[config.mk]
export PLATFORM = sky130hd
export DESIGN_NAME = multicycle_control_fsm
export DESIGN_NICKNAME = d
export VERILOG_FILES = /design/src/rtl/multicycle_control_fsm_pkg.sv /design/src/rtl/multicycle_control_fsm_branch_condition.sv /design/src/rtl/multicycle_control_fsm.sv
export SDC_FILE = /design/constraint.sdc
export NUM_CORES = 1
export LEC_CHECK = 0
export ABC_AREA = 1
export BUFFER_PORTS_ARGS = -buffer_cell sky130_fd_sc_hd__buf_2
export CAP_MARGIN = 10
export CORE_ASPECT_RATIO = 0.9
export CORE_MARGIN = 8
export CORE_UTILIZATION = 47
export DETAILED_ROUTE_END_ITERATION = 16
export GPL_ROUTABILITY_DRIVEN = 1
export PLACE_DENSITY = 0.82
export RECOVER_POWER = 100
export SYNTH_ARGS = -nofsm -noshare
export SYNTH_HDL_FRONTEND = slang
export SYNTH_SLANG_ARGS = --single-unit
[constraint.sdc]
create_clock -name clk -period 2 [get_ports clk]
set_clock_uncertainty 0.2 [all_clocks]
set_input_delay 0.1 -clock clk [delete_from_list [all_inputs] [get_ports clk]]
set_output_delay 0.1 -clock clk [all_outputs]
set_load 0.03 [all_outputs]
[src/rtl/multicycle_control_fsm_pkg.sv]
// Shared types for the multicycle RV32I control FSM: states, datapath mux selects and opcodes.
package multicycle_control_fsm_pkg;

    localparam int STATE_W = 4;

    typedef enum logic [STATE_W-1:0] {
        S_FETCH    = 4'd0,
        S_DECODE   = 4'd1,
        S_MEMADR   = 4'd2,
        S_MEMREAD  = 4'd3,
        S_MEMWB    = 4'd4,
        S_MEMWRITE = 4'd5,
        S_EXECUTER = 4'd6,
        S_EXECUTEI = 4'd7,
        S_LUI      = 4'd8,
        S_AUIPC    = 4'd9,
        S_ALUWB    = 4'd10,
        S_BRANCH   = 4'd11,
        S_JAL      = 4'd12,
        S_JALR     = 4'd13,
        S_LINKWB   = 4'd14,
        S_TRAP     = 4'd15
    } state_t;

    typedef enum logic [1:0] {
        A_PC    = 2'd0,
        A_OLDPC = 2'd1,
        A_RS1   = 2'd2,
        A_ZERO  = 2'd3
    } alu_src_a_t;

    typedef enum logic [1:0] {
        B_RS2  = 2'd0,
        B_IMM  = 2'd1,
        B_FOUR = 2'd2
    } alu_src_b_t;

    typedef enum logic [1:0] {
        RES_ALUOUT = 2'd0,
        RES_MEM    = 2'd1,
        RES_ALU    = 2'd2
    } result_src_t;

    typedef enum logic [6:0] {
        OP_ITYPE_LOAD  = 7'b0000011,
        OP_FENCE       = 7'b0001111,
        OP_ITYPE_LOGIC = 7'b0010011,
        OP_UTYPE_AUIPC = 7'b0010111,
        OP_STYPE       = 7'b0100011,
        OP_RTYPE       = 7'b0110011,
        OP_UTYPE_LUI   = 7'b0110111,
        OP_BTYPE       = 7'b1100011,
        OP_ITYPE_JALR  = 7'b1100111,
        OP_JTYPE       = 7'b1101111
    } opcode_t;

endpackage

[src/rtl/multicycle_control_fsm_branch_condition.sv]
// Branch resolution: maps funct3 and the ALU compare flags to a taken decision.
module branch_condition (
    input  logic [2:0] funct3,
    input  logic       zero,
    input  logic       lt,
    input  logic       ltu,
    output logic       taken
);

    always_comb begin
        taken = 1'b0;
        case (funct3)
            3'b000:  taken = zero;
            3'b001:  taken = !zero;
            3'b100:  taken = lt;
            3'b101:  taken = !lt;
            3'b110:  taken = ltu;
            3'b111:  taken = !ltu;
            default: taken = 1'b0;
        endcase
    end

endmodule

[src/rtl/multicycle_control_fsm.sv]
// Main control FSM of the multicycle RV32I core: state register, dispatch logic,
// Moore-style datapath selects and the sticky illegal-instruction flag.
module multicycle_control_fsm
    import multicycle_control_fsm_pkg::*;
(
    input  logic         clk,
    input  logic         reset,
    input  logic [6:0]   opcode,
    input  logic [2:0]   funct3,
    input  logic         alu_zero,
    input  logic         alu_lt,
    input  logic         alu_ltu,
    input  logic         mem_ready,
    output logic         mem_req,
    output logic         mem_write,
    output logic         adr_src,
    output logic         ir_write,
    output logic         pc_write,
    output logic         reg_write,
    output logic [1:0]   alu_src_a,
    output logic [1:0]   alu_src_b,
    output logic [1:0]   result_src,
    output logic [STATE_W-1:0] state,
    output logic         illegal_instr
);

    state_t      state_reg, state_next;
    logic        illegal_reg;
    logic        branch_taken;
    alu_src_a_t  src_a;
    alu_src_b_t  src_b;
    result_src_t res_sel;

    branch_condition u_branch_condition (
        .funct3 (funct3),
        .zero   (alu_zero),
        .lt     (alu_lt),
        .ltu    (alu_ltu),
        .taken  (branch_taken)
    );

    always_ff @(posedge clk) begin
        if (!reset) begin
            state_reg   <= S_FETCH;
            illegal_reg <= 1'b0;
        end else begin
            state_reg <= state_next;
            if (state_next == S_TRAP) begin
                illegal_reg <= 1'b1;
            end
        end
    end

    always_comb begin
        state_next = state_reg;
        case (state_reg)
            S_FETCH:    if (mem_ready) state_next = S_DECODE;
            S_DECODE: begin
                case (opcode)
                    OP_ITYPE_LOAD, OP_STYPE: state_next = S_MEMADR;
                    OP_RTYPE:                state_next = S_EXECUTER;
                    OP_ITYPE_LOGIC:          state_next = S_EXECUTEI;
                    OP_BTYPE:                state_next = S_BRANCH;
                    OP_JTYPE:                state_next = S_JAL;
                    OP_ITYPE_JALR:           state_next = S_JALR;
                    OP_UTYPE_LUI:            state_next = S_LUI;
                    OP_UTYPE_AUIPC:          state_next = S_AUIPC;
                    OP_FENCE:                state_next = S_FETCH;
                    default:                 state_next = S_TRAP;
                endcase
            end
            S_MEMADR:   state_next = (opcode == OP_ITYPE_LOAD) ? S_MEMREAD : S_MEMWRITE;
            S_MEMREAD:  if (mem_ready) state_next = S_MEMWB;
            S_MEMWRITE: if (mem_ready) state_next = S_FETCH;
            S_MEMWB, S_ALUWB, S_BRANCH, S_LINKWB: state_next = S_FETCH;
            S_EXECUTER, S_EXECUTEI, S_LUI, S_AUIPC: state_next = S_ALUWB;
            S_JAL, S_JALR: state_next = S_LINKWB;
            S_TRAP:     state_next = S_TRAP;
            default:    state_next = S_FETCH;
        endcase
    end

    // Every select and enable is forced to zero while reset is held low.
    always_comb begin
        mem_req   = 1'b0;
        mem_write = 1'b0;
        adr_src   = 1'b0;
        ir_write  = 1'b0;
        pc_write  = 1'b0;
        reg_write = 1'b0;
        src_a     = A_PC;
        src_b     = B_RS2;
        res_sel   = RES_ALUOUT;
        if (reset) begin
            case (state_reg)
                S_FETCH: begin
                    mem_req  = 1'b1;
                    src_b    = B_FOUR;
                    res_sel  = RES_ALU;
                    ir_write = mem_ready;
                    pc_write = mem_ready;
                end
                S_DECODE: begin
                    src_a = A_OLDPC;
                    src_b = B_IMM;
                end
                S_MEMADR, S_EXECUTEI: begin
                    src_a = A_RS1;
                    src_b = B_IMM;
                end
                S_MEMREAD: begin
                    mem_req = 1'b1;
                    adr_src = 1'b1;
                end
                S_MEMWB: begin
                    res_sel   = RES_MEM;
                    reg_write = 1'b1;
                end
                S_MEMWRITE: begin
                    mem_req   = 1'b1;
                    mem_write = 1'b1;
                    adr_src   = 1'b1;
                end
                S_EXECUTER: src_a = A_RS1;
                S_LUI: begin
                    src_a = A_ZERO;
                    src_b = B_IMM;
                end
                S_AUIPC: begin
                    src_a = A_OLDPC;
                    src_b = B_IMM;
                end
                S_ALUWB:  reg_write = 1'b1;
                S_BRANCH: begin
                    src_a    = A_RS1;
                    pc_write = branch_taken;
                end
                S_JAL:    pc_write = 1'b1;
                S_JALR: begin
                    src_a    = A_RS1;
                    src_b    = B_IMM;
                    res_sel  = RES_ALU;
                    pc_write = 1'b1;
                end
                S_LINKWB: begin
                    src_a     = A_OLDPC;
                    src_b     = B_FOUR;
                    res_sel   = RES_ALU;
                    reg_write = 1'b1;
                end
                default: ;
            endcase
        end
    end

    assign alu_src_a     = src_a;
    assign alu_src_b     = src_b;
    assign result_src    = res_sel;
    assign state         = state_reg;
    assign illegal_instr = illegal_reg;

endmodule

---- Word level (Yosys, flattened, before mapping) ----
Cells that the tools add are included.
word-level totals
  flip-flop bits (word level) ............. 5
  input bits .............................. 16
  output and inout bits ................... 17
  word-level logic and storage cells ...... 75
cells by class
  equal/unequal tests ..................... 31
  multiplexer cells ....................... 25
  reductions and logical operators ........ 17
operators with widths
  operator                                                         number
  4-bit one-hot mux with 9 select lines                            2
  4-bit == test, second input constant                             9
  7-bit by 6-bit == test with 1-bit output, second input constant  3
  7-bit == test, second input constant                             3
  4-bit by 3-bit == test with 1-bit output, second input constant  4
  7-bit by 5-bit == test with 1-bit output, second input constant  2
  3-bit == test, second input constant                             4
  4-bit two-way mux                                                3
  3-bit OR reduction                                               4
  1-bit two-way mux                                                11
  4-bit by 2-bit == test with 1-bit output, second input constant  2
  2-bit one-hot mux with 2 select lines                            2
  2-bit OR reduction                                               4
  4-bit OR reduction                                               2
  7-bit by 2-bit == test with 1-bit output, second input constant  1
  7-bit by 4-bit == test with 1-bit output, second input constant  1
  2-bit two-way mux                                                3
  1-bit one-hot mux with 6 select lines                            1
  2-bit one-hot mux with 3 select lines                            1
  6-bit OR reduction                                               1
  5-bit OR reduction                                               1
  4-bit by 1-bit == test with 1-bit output, second input constant  1
  4-bit logical NOT                                                1
  3-bit by 1-bit == test with 1-bit output, second input constant  1
  other kinds (4)                                                  6

---- Depth between registers and ports, before layout ----
Gate-level depths: netlist of run 1.
  depth in word-level cells ............... 5
  mapped depth ............................ 14
  gate-level depth less buffers ........... 14

---- Modules after synthesis ----
From an unflattened synthesis of run 1, not the netlist that was laid out.
second synthesis, totals
  cells, all modules ...................... 145
  area, all modules ....................... 713.2 µm²
by module, submodules not included
  module                  instances  cells an instance  area each (µm²)  seq. area each (µm²)
  multicycle_control_fsm  1          129                644.4            100.1
  branch_condition        1          16                 68.8             0.0

---- Worst setup path before layout of run 1 ----
OpenSTA, ideal clock, no wires.
  kind .................................... reg2out
  start ................................... register state_reg[1], in the netlist state[1]
  end ..................................... output result_src[1]
  arrival time ............................ 1.818 ns
  required time ........................... 1.700 ns
  setup slack ............................. -0.118 ns
  cell stages (with the launch flop) ...... 6
  buffers on the path ..................... 0
  cell sequence ........................... dfxtp_1 inv_2 nor2_4 nand3_1 o22ai_1 a21o_1
on the way
  longest elaborated chain between the ends .. 4
  elaborated cells on any way between the ends .. 7
  those cells by class .................... eq/ne (3); mux (2); reduce/logical (2)
RTL lines
  item                                                       RTL line                      text
  start: declaration                                         multicycle_control_fsm.sv:27  state_t state_reg, state_next;
  start signal: assignment                                   multicycle_control_fsm.sv:47  state_reg <= state_next;
  4-bit == test / 4-bit logical NOT (equally long branches)  multicycle_control_fsm.sv:95  case (state_reg)
  3-bit OR reduction (no line)                               -
  2-bit one-hot mux with 2 select lines (*)                  multicycle_control_fsm.sv:95
  2-bit two-way mux (*)                                      multicycle_control_fsm.sv:94  if (reset) begin
  end: declaration                                           multicycle_control_fsm.sv:22  output logic [1:0] result_src,
Every way passes the cells marked *; elsewhere a longest branch is shown, timed or not.

---- Final worst setup path of run 1 ----
  start ................................... input reset
  end ..................................... output result_src[1]
on the way
  longest elaborated chain between the ends .. 1
RTL lines
  item                RTL line                      text
  start: declaration  multicycle_control_fsm.sv:7   input logic reset,
  2-bit two-way mux   multicycle_control_fsm.sv:94
No other way between the ends.

==> results.py, run 1 <==
metrics = {
    "global_routing": {
        "grt_max_degree": 16,
        "grt_pass1_vias": 917,
        "grt_pass1_wl_um": 3800,
        "grt_util_all_layers_pct": 14.7,
        "antenna_found_initial": 0,
        "grt_overflow_total": 0,
    },
    "floorplan": {
        "row_count": 14,
        "die_w_um": 58.6,
        "die_h_um": 54.3,
        "start_util_pct": 48.1,
        "core_um2": 1590,
        "io_pins": 33,
        "dieArea_um2": 3180,
    },
    "logic_synthesis": {
        "ys_warn_count": 0,
        "synth_compound_area_share_pct": 19.6,
        "yosysMostFrequentCell": "nand2_1",
        "yosys.area_share.adder_pct": 0,
        "synthMuxAreaShare_pct": 0,
        "synth-xor-area-share_pct": 1.14,
        "synth_edf_count": 0,
        "ys_seq_area_share_pct": 13.1,
        "syn-num-nets": 154,
        "yosysTopAreaCell": "nand2_1",
        "synth_top_family_by_area": "simple AND/OR/NAND/NOR gates",
        "yosys-top-cells-count": "nand2_1 (39), nor2_1 (20), inv_1 (12), nor2_2 (9), nand2_2 (8)",
        "synth_flop_cell": "dfxtp_1",
        "syn_area_um2": 767,
        "async_reset_ff_share_pct": 0,
        "synth_top_area_share_pct": 19.1,
        "synth_cell_types": 26,
        "synth_simple_gate_area_share_pct": 56.9,
        "syn_inst": 138,
        "syn_area_per_cell_um2": 5.56,
        "ys_ff_latch": 5,
        "synth.area.top_cells": "nand2_1 (19%), dfxtp_1 (13%), nor2_1 (9.8%)",
    },
    "drt": {
        "wl_per_cell_um": 11.7,
        "highest_layer": "met3",
        "met3WireLength_um": 202,
        "viasPerCell": 5.26,
        "drt_iter0_drc": 84,
        "met1_length_um": 1020,
        "drtAntennaViolNets": 0,
        "routed-wl-met2_um": 1100,
        "route.detailed.drc": 0,
        "routed_wl_um": 2330,
        "first_pass_iters": 4,
        "vias": 1041,
    },
    "power_and_ir_drop": {
        "finalPower_uw": 1350,
        "power_frac_clock_pct": 8.7,
        "switching_share_pct": 62.6,
        "p_sw_uw": 845,
        "power_frac_comb_pct": 74.0,
        "power_leakage_uw": 0.000512,
        "seqPwrFrac_pct": 17.3,
        "p_per_area_nw_per_um2": 1360,
        "max-vdd-ir-drop_uv": 982,
        "p_int_uw": 506,
    },
    "placed_design": {
        "portBuffers": 32,
        "gp_congestion": 0.908,
        "dpl.hpwl_um": 1890,
    },
    "final_layout": {
        "drive_gt1_share_pct": 37.4,
        "antenna_cells": 0,
        "synthToLayoutAreaGrowth_pct": 29.7,
        "largest_reg_flops": 4,
        "final.fill_count": 167,
        "nets": 191,
    },
    "critical_path": {
        "end_kind": "primary output",
        "reg2reg_depth": 10,
        "path_class": "in -> out",
        "crit_path_start_kind": "primary input",
        "r2r_end": "illegal_instr",
        "cp-endpoint": "result_src[1]",
        "cp_data_required_time_ns": 1.70,
        "r2r_slack_ns": 0.24,
        "worstPathArrival_ns": 1.65,
        "r2r_start": "state[0]",
        "worstPathMaxFanout": 15,
        "crit_path_start": "reset",
    },
    "timing": {
        "relSlewSlack_pct": 67.2,
        "hold_slack_ns": 0.131,
        "rsz0062_at_grt": "true",
        "worst_slew_pin_slew_ns": 0.492,
        "finalMaxSlewViolations": 0,
        "hold_violations": 0,
        "period_needed_ns": 1.95,
        "min_period_over_period_pct": 97.7,
        "setup_viol": 0,
        "max_freq_ghz": 0.512,
    },
    "clock_network": {
        "cts_buffers": 3,
        "cts_tree": "yes",
        "ctsRootBufferMaster": "clkbuf_4",
        "htree_num_levels": 1,
        "cts.path.max_buffers": 2,
        "cts_setup_buffers": 0,
        "cts.sinks": 5,
        "path_clk_slew_ns": 0.05,
        "worstSkewPairLatency_ns": 0.24,
    },
    "hold_path": {
        "hp-class": "in -> reg",
        "min_path_cells": 4,
    },
    "outcome": {
        "status": "finished clean",
    },
    "job": {
        "drv_cap": 0,
    },
}
critical path, stage by stage:
cell,delay (ns)
dlygate4sd3_1,0.53
buf_2,0.14
inv_1,0.37
o22ai_2,0.16
a21o_1,0.17
buf_2,0.17
how the worst min path moves through the flow:
stage | from | end | slack [ns]
finish | mem_ready | state[1] | 0.13
global route | mem_ready | state[1] | 0.16
CTS | mem_ready | state[1] | 0.13
detailed placement | reset | illegal_instr | 0.15
global placement | reset | illegal_instr | 0.15
floorplan | reset | illegal_instr | 0.01
metal layers:
metal | up-vias | track usage (%)
li1 | 517 | -
met1 | 474 | 18.8
met2 | 50 | 24.0
met3 | 0 | 3.76
met4 | 0 | 4.76
met5 | - | 0
per-stage QoR:
step	area (µm²)	setup WS (ns)	util (%)	TNS [ns]	instances
final	995	0.0466	62.4	0	198
after global routing	995	-0.0302	62.4	-0.0521	198
after CTS	996	0.0396	62.5	0	198
after detailed placement	960	0.290	60.2	0	193
after global placement	960	0.319	60.2	0	193
after floorplan	773	0.0394	-	0	138
cells by family (layout without fill, tap and decap cells):
group	Yosys count	in the layout
DFF	5	5
buffers and inverters	19	55
xor gates and xnor gates	1	1
AOI/OAI and AO/OA	24	24
and+or+nand+nor	89	89
cell usage in the layout, fill, tap and decap left out, types with 4 or more instances in the layout:
| cell type | synthesis | routed |
|---|---|---|
| clkbuf_1 | 1 | 5 |
| nand3_1 | 4 | 4 |
| inv_1 | 12 | 12 |
| o21ai_0 | 4 | 4 |
| nand2_2 | 8 | 8 |
| a21oi_1 | 7 | 7 |
| clkbuf_2 | 0 | 5 |
| nor2_2 | 9 | 10 |
| nor2_1 | 20 | 18 |
| inv_2 | 5 | 5 |
| a31oi_1 | 4 | 4 |
| buf_2 | 0 | 23 |
| nand2_1 | 39 | 39 |
power by group through the flow:
stage	logic [µW]	registers (µW)	clock network [µW]
floorplan	658	281	0
global placement	973	215	0
finish	999	234	118
global route	1080	242	125
CTS	991	217	122
detailed placement	983	220	0
timing repair:
| action | CTS | global route |
|---|---|---|
| resized for setup | 0 | 6 |
| hold buffers | 1 | 0 |
| endpoints found under the setup margin | 0 | 6 |
| hold endpoints to repair | 1 | 0 |
cell type report:
type / count / area (µm²) / share of cell area [%]
sequential: 5 / 104 / 10.4
inverter: 18 / 67.6 / 6.79
tap: 24 / 30.0 / 3.02
timing repair buffer: 33 / 165 / 16.6
multi-input combinational: 114 / 602 / 60.5
clock buffer: 4 / 26.3 / 2.64
(Power assumes the default switching activity.)
==> inputs of run 2 (changes only) <==
--- a/config.mk
+++ b/config.mk
@@ -10,10 +10,11 @@
 export CAP_MARGIN = 10
 export CORE_ASPECT_RATIO = 0.9
 export CORE_MARGIN = 8
-export CORE_UTILIZATION = 47
+export CORE_UTILIZATION = 49
+export CTS_BUF_LIST = sky130_fd_sc_hd__clkbuf_8
 export DETAILED_ROUTE_END_ITERATION = 16
 export GPL_ROUTABILITY_DRIVEN = 1
-export PLACE_DENSITY = 0.82
+export PLACE_DENSITY = 0.85
 export RECOVER_POWER = 100
 export SYNTH_ARGS = -nofsm -noshare
 export SYNTH_HDL_FRONTEND = slang
==> results.py, run 2 (synthesis results as in run 1) <==
metrics = {
    "outcome": {
        "status": "finished clean",
    },
    "final_layout": {
        "final.fill_count": 136,
        "multiInputGateArea_um2": 592,
        "fin_cells": 189,
        "final_common_cell": "nand2_1",
        "final_cell_mix": "nand2_1 (39), nor2_1 (20), buf_2 (18)",
        "synthToLayoutAreaGrowth_pct": 28.7,
        "drive_gt1_share_pct": 33.9,
        "final_area_um2": 987,
        "largest_reg_flops": 4,
        "seqCellArea_um2": 104,
        "antenna_cells": 0,
        "nets": 191,
    },
    "floorplan": {
        "core_um2": 1460,
        "row_count": 13,
        "io_pins": 33,
        "die_w_um": 57.7,
        "start_util_pct": 52.4,
        "die_h_um": 53.5,
        "dieArea_um2": 3090,
    },
    "clock_network": {
        "cts_setup_buffers": 0,
        "cts_buffers": 3,
        "cts_tree": "yes",
        "cts.path.max_buffers": 2,
        "ctsRootBufferMaster": "clkbuf_8",
        "htree_num_levels": 1,
        "path_clk_slew_ns": 0.03,
        "cts.sinks": 5,
        "worstSkewPairLatency_ns": 0.22,
    },
    "drt": {
        "viasPerCell": 5.29,
        "drtAntennaViolNets": 0,
        "vias": 999,
        "routed_wl_um": 2350,
        "drt_iter0_drc": 46,
        "route.detailed.drc": 0,
        "wl_per_cell_um": 12.4,
        "first_pass_iters": 4,
    },
    "power_and_ir_drop": {
        "p_per_area_nw_per_um2": 1390,
        "power_leakage_uw": 0.000506,
        "finalPower_uw": 1370,
        "max-vdd-ir-drop_uv": 816,
    },
    "placed_design": {
        "dp_cells": 184,
        "placed_area_um2": 948,
        "portBuffers": 32,
        "gp_congestion": 0.902,
        "dpl.hpwl_um": 1930,
    },
    "global_routing": {
        "grt_pass1_vias": 924,
        "grt_util_all_layers_pct": 15.7,
        "grt_overflow_total": 0,
        "grt_pass1_wl_um": 3840,
        "grt_max_degree": 16,
        "antenna_found_initial": 0,
    },
    "timing": {
        "hold_violations": 0,
        "worst_slew_pin_slew_ns": 0.451,
        "period_needed_ns": 1.91,
        "setup_viol": 0,
        "relSlewSlack_pct": 69.9,
        "setup_tns_ns": 0,
        "finalMaxSlewViolations": 0,
        "min_period_over_period_pct": 95.4,
        "rsz0062_at_grt": "false",
        "max_freq_ghz": 0.524,
    },
    "job": {
        "drv_cap": 0,
    },
    "critical_path": {
        "path_class": "in -> out",
        "crit_path_start_kind": "primary input",
        "worstPathArrival_ns": 1.61,
        "worstPathMaxFanout": 15,
        "cp_data_required_time_ns": 1.70,
        "end_kind": "primary output",
    },
    "hold_path": {
        "hp-class": "in -> reg",
    },
}
==> run 2: cell types whose count changed in the layout (fill, tap and decap cells not counted), sizes merged <==
cell | before | now
clkbuf | 13 | 17
inv | 17 | 18
buf | 23 | 18
==> run 2: final timing paths <==
kind	startpoint	end	slack, ns	cells after the start
worst max-delay path	reset	result_src[1]	0.09	6
worst min-delay path	opcode[2]	state[2]	0.18	5
worst max register to register	state[0]	illegal_instr	0.25	10
worst min register to register	illegal_instr	illegal_instr	0.24	2
==> run 2: what timing repair did <==
action / in CTS / in global routing
hold buffers: 1 / 0
setup endpoints to repair: 0 / 4
endpoints found under the hold margin: 1 / 0
gates resized for setup: 0 / 4
==> run 2: power by group <==
| group | internal [µW] | switching [µW] |
|---|---|---|
| clock | 131 | 46.3 |
| sequential | 145 | 82.0 |
| combinational | 269 | 701 |
==> run 2: routing by layer <==
| metal | global-route usage (%) | part of all wire, % | up-vias |
|---|---|---|---|
| li1 | - | - | 517 |
| met1 | 17.5 | 46 | 443 |
| met2 | 26.9 | 46 | 35 |
| met3 | 4.28 | 6.3 | 4 |
| met4 | 8.94 | 1.5 | 0 |
| met5 | 0 | 0 | - |
==> run 2: cell type report <==
cell class | instances | share of cell area [%]
Clock buffer | 3 | 4.18
Clock inverter | 1 | 0.380
Inverter | 18 | 6.84
Multi-Input combinational cell | 114 | 59.9
Sequential cell | 5 | 10.5
Tap cell | 15 | 1.90
Timing Repair Buffer | 33 | 16.2
==> run 2: metrics by stage <==
stage	util (%)	hold slack [ns]	worst slack (ns)
final	67.4	0.180	0.0920
after global routing	67.4	0.226	0.00288
after CTS	68.5	0.148	0.0779
after detailed placement	64.8	0.161	0.317
after global placement	64.8	0.150	0.352
after floorplan	-	0.0102	0.0394
==> run 2: critical path, stage by stage <==
cell	delay [ns]
dlygate4sd3_1	0.53
buf_2	0.14
inv_1	0.34
o22ai_2	0.16
a21o_1	0.16
buf_2	0.17
